### config.mk
export PLATFORM = sky130hd
export DESIGN_NAME = uart_rx_ovs
export DESIGN_NICKNAME = d
export VERILOG_FILES = /design/src/rtl/uart_rx_ovs.sv
export SDC_FILE = /design/constraint.sdc
export NUM_CORES = 1
export LEC_CHECK = 0
export ABC_AREA = 1
export CORE_MARGIN = 4
export CORE_UTILIZATION = 25
export CTS_CLUSTER_SIZE = 40
export DETAILED_ROUTE_END_ITERATION = 8
export HOLD_SLACK_MARGIN = 0.1
export SYNTH_ARGS = -nofsm -noshare
export SYNTH_HDL_FRONTEND = slang
export SYNTH_SLANG_ARGS = --single-unit
export TNS_END_PERCENT = 5
### constraint.sdc
create_clock -name clk -period 2.1 [get_ports clk]
set_input_delay 0.525 -clock clk [delete_from_list [all_inputs] [get_ports clk]]
set_output_delay 0.525 -clock clk [all_outputs]
set_load 0.02 [all_outputs]
### src/rtl/uart_rx_ovs.sv
// Oversampling UART receiver: 3-sample majority vote per bit, optional parity, 1-2 stop bits,
// break detection and a valid/ready hold register with overrun signalling.
//
// state      | meaning
// IDLE       | waiting for a 1->0 edge on the line
// START      | validating the start bit; a majority of 1 is a false start
// DATA       | shifting in DATA_BITS bits, LSB first
// PARITY     | sampling the parity bit (only when PARITY_EN)
// STOP       | checking STOP_BITS stop bits; frame completes at the last decision point
// BREAK_WAIT | all-zero frame seen; waiting for the line to return high
module uart_rx_ovs #(
    parameter int DATA_BITS  = 8,
    parameter int OVERSAMPLE = 16,
    parameter int DIV_WIDTH  = 16,
    parameter bit PARITY_EN  = 1'b0,
    parameter bit PARITY_ODD = 1'b0,
    parameter int STOP_BITS  = 1
) (
    input  logic                 clk,
    input  logic                 reset,
    input  logic [DIV_WIDTH-1:0] baud_div,
    input  logic                 rx_sync_in,
    output logic [DATA_BITS-1:0] rx_data,
    output logic                 valid,
    input  logic                 ready,
    output logic                 frame_error,
    output logic                 parity_error,
    output logic                 overrun,
    output logic                 break_detect
);
    localparam int TICK_W = $clog2(OVERSAMPLE);
    localparam int BIT_W  = 4;
    localparam logic [TICK_W-1:0] T_S0  = TICK_W'(OVERSAMPLE / 2 - 1);
    localparam logic [TICK_W-1:0] T_S1  = TICK_W'(OVERSAMPLE / 2);
    localparam logic [TICK_W-1:0] T_DEC = TICK_W'(OVERSAMPLE / 2 + 1);
    localparam logic [TICK_W-1:0] T_END = TICK_W'(OVERSAMPLE - 1);
    localparam logic [BIT_W-1:0] LAST_DATA = BIT_W'(DATA_BITS - 1);
    localparam logic [BIT_W-1:0] LAST_STOP = BIT_W'(STOP_BITS - 1);

    typedef enum logic [2:0] {IDLE, START, DATA, PARITY, STOP, BREAK_WAIT} state_t;

    state_t               state_q, state_d;
    logic [DIV_WIDTH-1:0] div_cnt, div_lat;
    logic [TICK_W-1:0]    tick_idx;
    logic [BIT_W-1:0]     bit_idx;
    logic                 prev_q, s0_q, s1_q;
    logic [DATA_BITS-1:0] shift_q;
    logic                 par_acc, ferr_acc, zero_acc;

    logic tick, decide, bit_end, vote, in_frame;
    logic start_det, clr_bit, complete, brk, ferr_fin, perr_fin;

    assign tick     = (div_cnt == div_lat);
    assign decide   = tick && (tick_idx == T_DEC);
    assign bit_end  = tick && (tick_idx == T_END);
    assign vote     = (s0_q & s1_q) | (s0_q & rx_sync_in) | (s1_q & rx_sync_in);
    assign in_frame = (state_q == START) || (state_q == DATA) ||
                      (state_q == PARITY) || (state_q == STOP);
    assign brk      = zero_acc && !vote;
    assign ferr_fin = ferr_acc || !vote;
    assign perr_fin = PARITY_EN && (par_acc != PARITY_ODD);

    always_ff @(posedge clk) begin
        if (reset) state_q <= IDLE;
        else       state_q <= state_d;
    end

    always_comb begin
        state_d   = state_q;
        start_det = 1'b0;
        clr_bit   = 1'b0;
        complete  = 1'b0;
        case (state_q)
            IDLE: begin
                if (prev_q && !rx_sync_in) begin
                    state_d   = START;
                    start_det = 1'b1;
                end
            end
            START: begin
                if (decide && vote) begin
                    state_d = IDLE;
                end else if (bit_end) begin
                    state_d = DATA;
                    clr_bit = 1'b1;
                end
            end
            DATA: begin
                if (bit_end && bit_idx == LAST_DATA) begin
                    clr_bit = 1'b1;
                    state_d = PARITY_EN ? PARITY : STOP;
                end
            end
            PARITY: begin
                if (bit_end) begin
                    clr_bit = 1'b1;
                    state_d = STOP;
                end
            end
            STOP: begin
                // Completing at the decision point leaves time to catch a back-to-back start edge.
                if (decide && bit_idx == LAST_STOP) begin
                    complete = 1'b1;
                    state_d  = brk ? BREAK_WAIT : IDLE;
                end
            end
            BREAK_WAIT: begin
                if (rx_sync_in) state_d = IDLE;
            end
            default: state_d = IDLE;
        endcase
    end

    // baud_div is only picked up at a wrap so a mid-count change cannot skip the compare.
    always_ff @(posedge clk) begin
        if (reset) begin
            div_cnt <= '0;
            div_lat <= baud_div;
        end else if (start_det || tick) begin
            div_cnt <= '0;
            div_lat <= baud_div;
        end else begin
            div_cnt <= div_cnt + DIV_WIDTH'(1);
        end
    end

    always_ff @(posedge clk) begin
        if (reset) begin
            tick_idx <= '0;
            bit_idx  <= '0;
            prev_q   <= 1'b1;
            s0_q     <= 1'b1;
            s1_q     <= 1'b1;
        end else begin
            prev_q <= rx_sync_in;
            if (start_det) begin
                tick_idx <= '0;
            end else if (tick && in_frame) begin
                tick_idx <= (tick_idx == T_END) ? '0 : tick_idx + TICK_W'(1);
            end
            if (clr_bit) begin
                bit_idx <= '0;
            end else if (bit_end && (state_q == DATA || state_q == STOP)) begin
                bit_idx <= bit_idx + BIT_W'(1);
            end
            if (tick && tick_idx == T_S0) s0_q <= rx_sync_in;
            if (tick && tick_idx == T_S1) s1_q <= rx_sync_in;
        end
    end

    always_ff @(posedge clk) begin
        if (reset) begin
            shift_q  <= '0;
            par_acc  <= 1'b0;
            ferr_acc <= 1'b0;
            zero_acc <= 1'b1;
        end else if (start_det) begin
            par_acc  <= 1'b0;
            ferr_acc <= 1'b0;
            zero_acc <= 1'b1;
        end else if (decide) begin
            if (state_q == DATA) shift_q <= {vote, shift_q[DATA_BITS-1:1]};
            if (state_q == DATA || state_q == PARITY) par_acc <= par_acc ^ vote;
            if (state_q == STOP && !vote) ferr_acc <= 1'b1;
            if ((state_q == DATA || state_q == PARITY || state_q == STOP) && vote) zero_acc <= 1'b0;
        end
    end

    always_ff @(posedge clk) begin
        if (reset) begin
            rx_data      <= '0;
            valid        <= 1'b0;
            frame_error  <= 1'b0;
            parity_error <= 1'b0;
            overrun      <= 1'b0;
            break_detect <= 1'b0;
        end else begin
            overrun      <= 1'b0;
            break_detect <= 1'b0;
            if (valid && ready) valid <= 1'b0;
            if (complete) begin
                if (brk) begin
                    break_detect <= 1'b1;
                end else if (valid && !ready) begin
                    overrun <= 1'b1;
                end else begin
                    rx_data      <= shift_q;
                    frame_error  <= ferr_fin;
                    parity_error <= perr_fin;
                    valid        <= 1'b1;
                end
            end
        end
    end
endmodule
Word level (Yosys, flattened, before mapping):

Index checks and enable logic that the tools add are counted.

* add/subtract/negate cells: 3
* multipliers: 0
* div/mod/pow operators: 0
* $lt $le $gt $ge: 0
* eq/ne operators: 17
* shifts and indexed selects: 0
* mux-type cells: 26
* bitwise operators: 9
* reduce and logical (&&, ||, !) cells: 39

Operator list (number)
* 16-bit 2-to-1 mux: 2
* 3-bit 2-to-1 mux: 8
* 3-bit case mux with 6 select lines: 1
* 16-bit by 1-bit adder with 16-bit output, second input constant: 1
* 16-bit == test: 1
* 1-bit logical AND: 15
* 1-bit 2-to-1 mux: 13
* 4-bit == test, second input constant: 3
* 4-bit by 1-bit adder with 4-bit output, second input constant: 2
* 4-bit by 3-bit == test with 1-bit output, second input constant: 2
* 1-bit logical OR: 8
* 2-bit OR reduction: 4
* 3-bit by 2-bit == test with 1-bit output, second input constant: 2
* 3-bit == test, second input constant: 2
* 2-bit inequality test, second input constant: 3
* 3-bit AND reduction: 2
* 6-bit AND reduction: 1
* 4-bit zero test: 1
* 4-bit 2-to-1 mux: 1
* 2-bit by 1-bit inequality test with 1-bit output, second input constant: 2
* 1-bit NOT: 4
* 2-bit AND reduction: 2
* 1-bit bitwise AND: 3
* 3-bit by 1-bit == test with 1-bit output, second input constant: 1
* other kinds (7): 10

* register bits: 68
* bits in latches: 0
* RAM bits: 0
* ROM bits: 0
* input port bits: 20
* output and inout port bits: 13
* logic and storage cells: 110
* memories: 0

Logic depth before layout (Yosys ltp):

* depth in word-level cells: 8
* depth in mapped cells: 14
* gate-level depth less buffers: 14

Worst setup path after synthesis:

OpenSTA, ideal clock, no wires.

* path kind: input to register
* start point: in reset
* end point: reg div_lat[0], enable pin
* data arrival time: 1.452 ns
* required time: 1.750 ns
* setup slack: 0.298 ns
* stages on the path: 4
* buffers on the path: 2
* cell sequence: clkbuf_1 -> nor2_1 -> nand2_1 -> buf_2

* cells in the longest elaborated chain, start to end: 1

RTL lines
* start, declared: RTL line 20 `input logic reset,`
* 2-bit nonzero test (no source line)
* end signal, assigned: RTL line 118 `div_lat <= baud_div;`
* end signal, assigned: RTL line 121 `div_lat <= baud_div;`
* end, declared: RTL line 43 `logic [DIV_WIDTH-1:0] div_cnt, div_lat;`

Every way passes these cells.
A chain may end at the register's enable or synchronous reset.

Final worst setup path:

* start point: reg div_cnt[0]
* end point: reg div_cnt[14]

* cells in the longest elaborated chain, start to end: 3
* elaborated cells on any way between the ends: 4
* those cells by class: add/sub (1); eq/ne (1); reduce/logical (2)

RTL lines
* start, declared: RTL line 43
* start signal, assigned: RTL line 123 `div_cnt <= div_cnt + DIV_WIDTH'(1);`
* branches (longest 3 deep; another with 16-bit by 1-bit adder with 16-bit output)

Several ways; the timed one is not identified.

==> results.ini <==
[route]
wirelength_um = 6890
antenna_left = 0
wl_per_cell_um = 10.8
via_per_inst = 4.20
drt-pass1-iter-count = 4
dr_total_vias = 2683
route.detailed.drc = 0
drt_iter0_drc = 117

[sta]
rsz0062_at_grt = no
hold_ws_ps = 467
hold_viol_final = 0
period_needed_ps = 1850
fin_crit_sh = 0.879
fmax_mhz = 542
setup_viol = 0
drv_slew = 0
worst_slack_ps = 253
skew_ps = 10.4

[clocking]
clk_path_buf_depth = 2
clkTransAtPathRegs_ps = 60
tritoncts = yes
postCtsHoldBufs = 0
clock-sinks = 68
htree_levels = 3
clockRootBuffer = clkbuf_16
clk_latency_ps = 330
numCtsBuffers = 9

[power_and_ir_drop]
p_seq_frac = 0.411
ir_drop_v = 0.000388
p_clk_frac = 0.436
p_leak_nw = 1.68
p_comb_frac = 0.153
p_sw_uw = 971
p_int_mw = 2.64
switching_share = 0.269
power_density_nw_per_um2 = 866

[run_status]
status = complete, no violations

[critical_path]
worstPathMaxFanout = 4
cp-start-kind = flip-flop
cp-end-kind = flip-flop
path_class = reg2reg
arrival_ps = 2070
required_ps = 2320

[grt]
grt_max_degree = 24
grt_pass1_vias = 2678
grt_pass1_wl_um = 11900
globalRouteOverflowTotal = 0
antenna_found_initial = 0
grtUsageTotal = 0.0992

[min_path]
hold_class = reg2reg

[logic_synthesis]
syn_inst = 414
synth_seq_cells = 68
syn_nets = 440
ys_types = 39
ys.warnings.count = 0
seq_area_frac_synth = 0.468
syn-cell-area_um2 = 3250
postSynthAreaPerCell_um2 = 7.85

[die]
fp-row-count = 41
die_area_um2 = 14900
fp.dieW_um = 122
start_util = 0.257
ios = 33
fp.dieH_um = 122
core_area_um2 = 12700

[cells_and_area]
layout_common_cells = 88 x nand2_1, 53 x nor2_1, 52 x dfxtp_1
instances_no_fill = 639
area_growth_syn_to_layout_pct = 28.5
layout_commonest_cell = nand2_1
layout.nets = 488
layout-drive-gt1-share = 0.154
antenna_cells = 0

[placed_design]
gp_congestion = 0.778
dp.cells = 623
post-place-ws_ps = -10.3
place_hpwl_um = 5220
port-buffer-count = 31

[flow_run]
drv_cap = 0

## power by group through the flow
| stage | Sequential, mW | Combinational (mW) | Clock (mW) |
|---|---|---|---|
| 5_1_grt | 1.49 | 0.642 | 1.68 |
| 3_5_place_dp | 1.51 | 0.558 | 0 |
| 3_3_place_gp | 1.51 | 0.548 | 0 |
| 4_1_cts | 1.49 | 0.559 | 1.62 |
| 2_1_floorplan | 1.50 | 0.389 | 0 |
| 6_report | 1.49 | 0.552 | 1.58 |
## cell type report
cell class	instances	area (um^2)
Fill cell	1320	8490
Inverter	68	258
Clock inverter	6	67.6
Timing Repair Buffer	44	420
Tap cell	172	215
Multi-Input combinational cell	271	1440
Sequential cell	68	1520
Clock buffer	10	250
## layer usage
metal / track usage / vias to the layer above / routed length [um]
li1: - / 1419 / -
met1: 0.114 / 1235 / 3180
met2: 0.176 / 22 / 3460
met3: 0.0330 / 7 / 181
met4: 0.0252 / 0 / 65
met5: 0 / - / 0
## worst paths after layout
path,start,endpoint,slack [ps],cells after the start
setup / recovery,div_cnt[0]$_SDFF_PP0_,div_cnt[14]$_SDFF_PP0_,250,10
hold / removal,rx_data[5]$_SDFFE_PP0P_,rx_data[5]$_SDFFE_PP0P_,470,2
setup reg to reg,div_cnt[0]$_SDFF_PP0_,div_cnt[14]$_SDFF_PP0_,250,10
hold reg to reg,rx_data[5]$_SDFFE_PP0P_,rx_data[5]$_SDFFE_PP0P_,470,2
## per-stage QoR
stage	total power [mW]	setup TNS [ps]	util	cell area (um^2)
detailed placement	2.07	-14.1	0.304	3850
floorplan	1.89	0	-	3250
CTS	3.66	0	0.329	4170
global route	3.82	0	0.330	4180
global placement	2.06	0	0.304	3850
finish	3.61	0	0.330	4180
## cells in the mapped netlist
| cell type | n | area share |
|---|---|---|
| nand2_1 | 88 | 0.10 |
| nor2_1 | 53 | 0.061 |
| dfxtp_1 | 52 | 0.32 |
| inv_1 | 49 | 0.057 |
| a21oi_1 | 25 | 0.038 |
| edfxtp_1 | 16 | 0.15 |
| inv_2 | 15 | 0.017 |
| o21ai_0 | 15 | 0.023 |
| nand4_1 | 14 | 0.027 |
| nor3_1 | 11 | 0.017 |
| nand3_1 | 9 | 0.014 |
| xor2_1 | 9 | 0.024 |
| ha_1 | 6 | 0.023 |
| nand2_2 | 6 | 0.012 |
| nor3_2 | 4 | 0.012 |
| o21a_1 | 4 | 0.0092 |
| clkbuf_1 | 3 | 0.0035 |
| nor2_2 | 3 | 0.0058 |
| nor2_4 | 3 | 0.010 |
| a21oi_2 | 2 | 0.0054 |
| buf_2 | 2 | 0.0031 |
| buf_4 | 2 | 0.0046 |
| clkinv_1 | 2 | 0.0023 |
| clkinv_2 | 2 | 0.0031 |
| nand3_4 | 2 | 0.011 |
| nor3b_1 | 2 | 0.0046 |
| nor4_2 | 2 | 0.0077 |
| o21bai_1 | 2 | 0.0046 |
| a211oi_2 | 1 | 0.0038 |
| a21o_1 | 1 | 0.0023 |
| a31oi_1 | 1 | 0.0019 |
| conb_1 | 1 | 0.0012 |
| nand4_2 | 1 | 0.0038 |
| nor2_8 | 1 | 0.0062 |
| nor2b_1 | 1 | 0.0019 |
| o211ai_1 | 1 | 0.0023 |
| o21ai_1 | 1 | 0.0015 |
| o2bb2ai_1 | 1 | 0.0027 |
| or2_2 | 1 | 0.0019 |
## worst max-delay path, stage by stage (launching register included)
cell and delay (ps):
dfxtp_1 390, ha_1 200, nand2_1 80, nor2_1 120, inv_1 70, nor2_1 150, nand3_1 220, nor4_4 230
nand2_1 110, o21bai_1 130, a21oi_1 50
## flip-flops by register name, summed over array words and instances (netlist names)
| name | count |
|---|---|
| div_lat | 16 |
| div_cnt | 16 |
| rx_data | 8 |
| zero_acc | 1 |
| frame_error | 1 |
| overrun | 1 |
| bit_idx | 4 |
| s1_q | 1 |
| shift_q | 8 |
| break_detect | 1 |
| prev_q | 1 |
| valid | 1 |
| tick_idx | 4 |
| s0_q | 1 |
| state_q | 3 |
| ferr_acc | 1 |
## cell families after synthesis
| kind of cell | Yosys count | synth area share |
|---|---|---|
| compound gates | 54 | 0.0955 |
| flops | 68 | 0.468 |
| buf+inv | 75 | 0.0905 |
| other cells | 1 | 0.00115 |
| simple gates | 201 | 0.298 |
| fa+ha+maj | 6 | 0.0231 |
| xor+xnor | 9 | 0.0243 |
## repair_timing
item / CTS / global route
endpoints found under the setup margin: 0 / 1
gates resized for setup: 0 / 1
buffers inserted: 0 / 0
No activity file was read; power rests on OpenSTA's default activity.
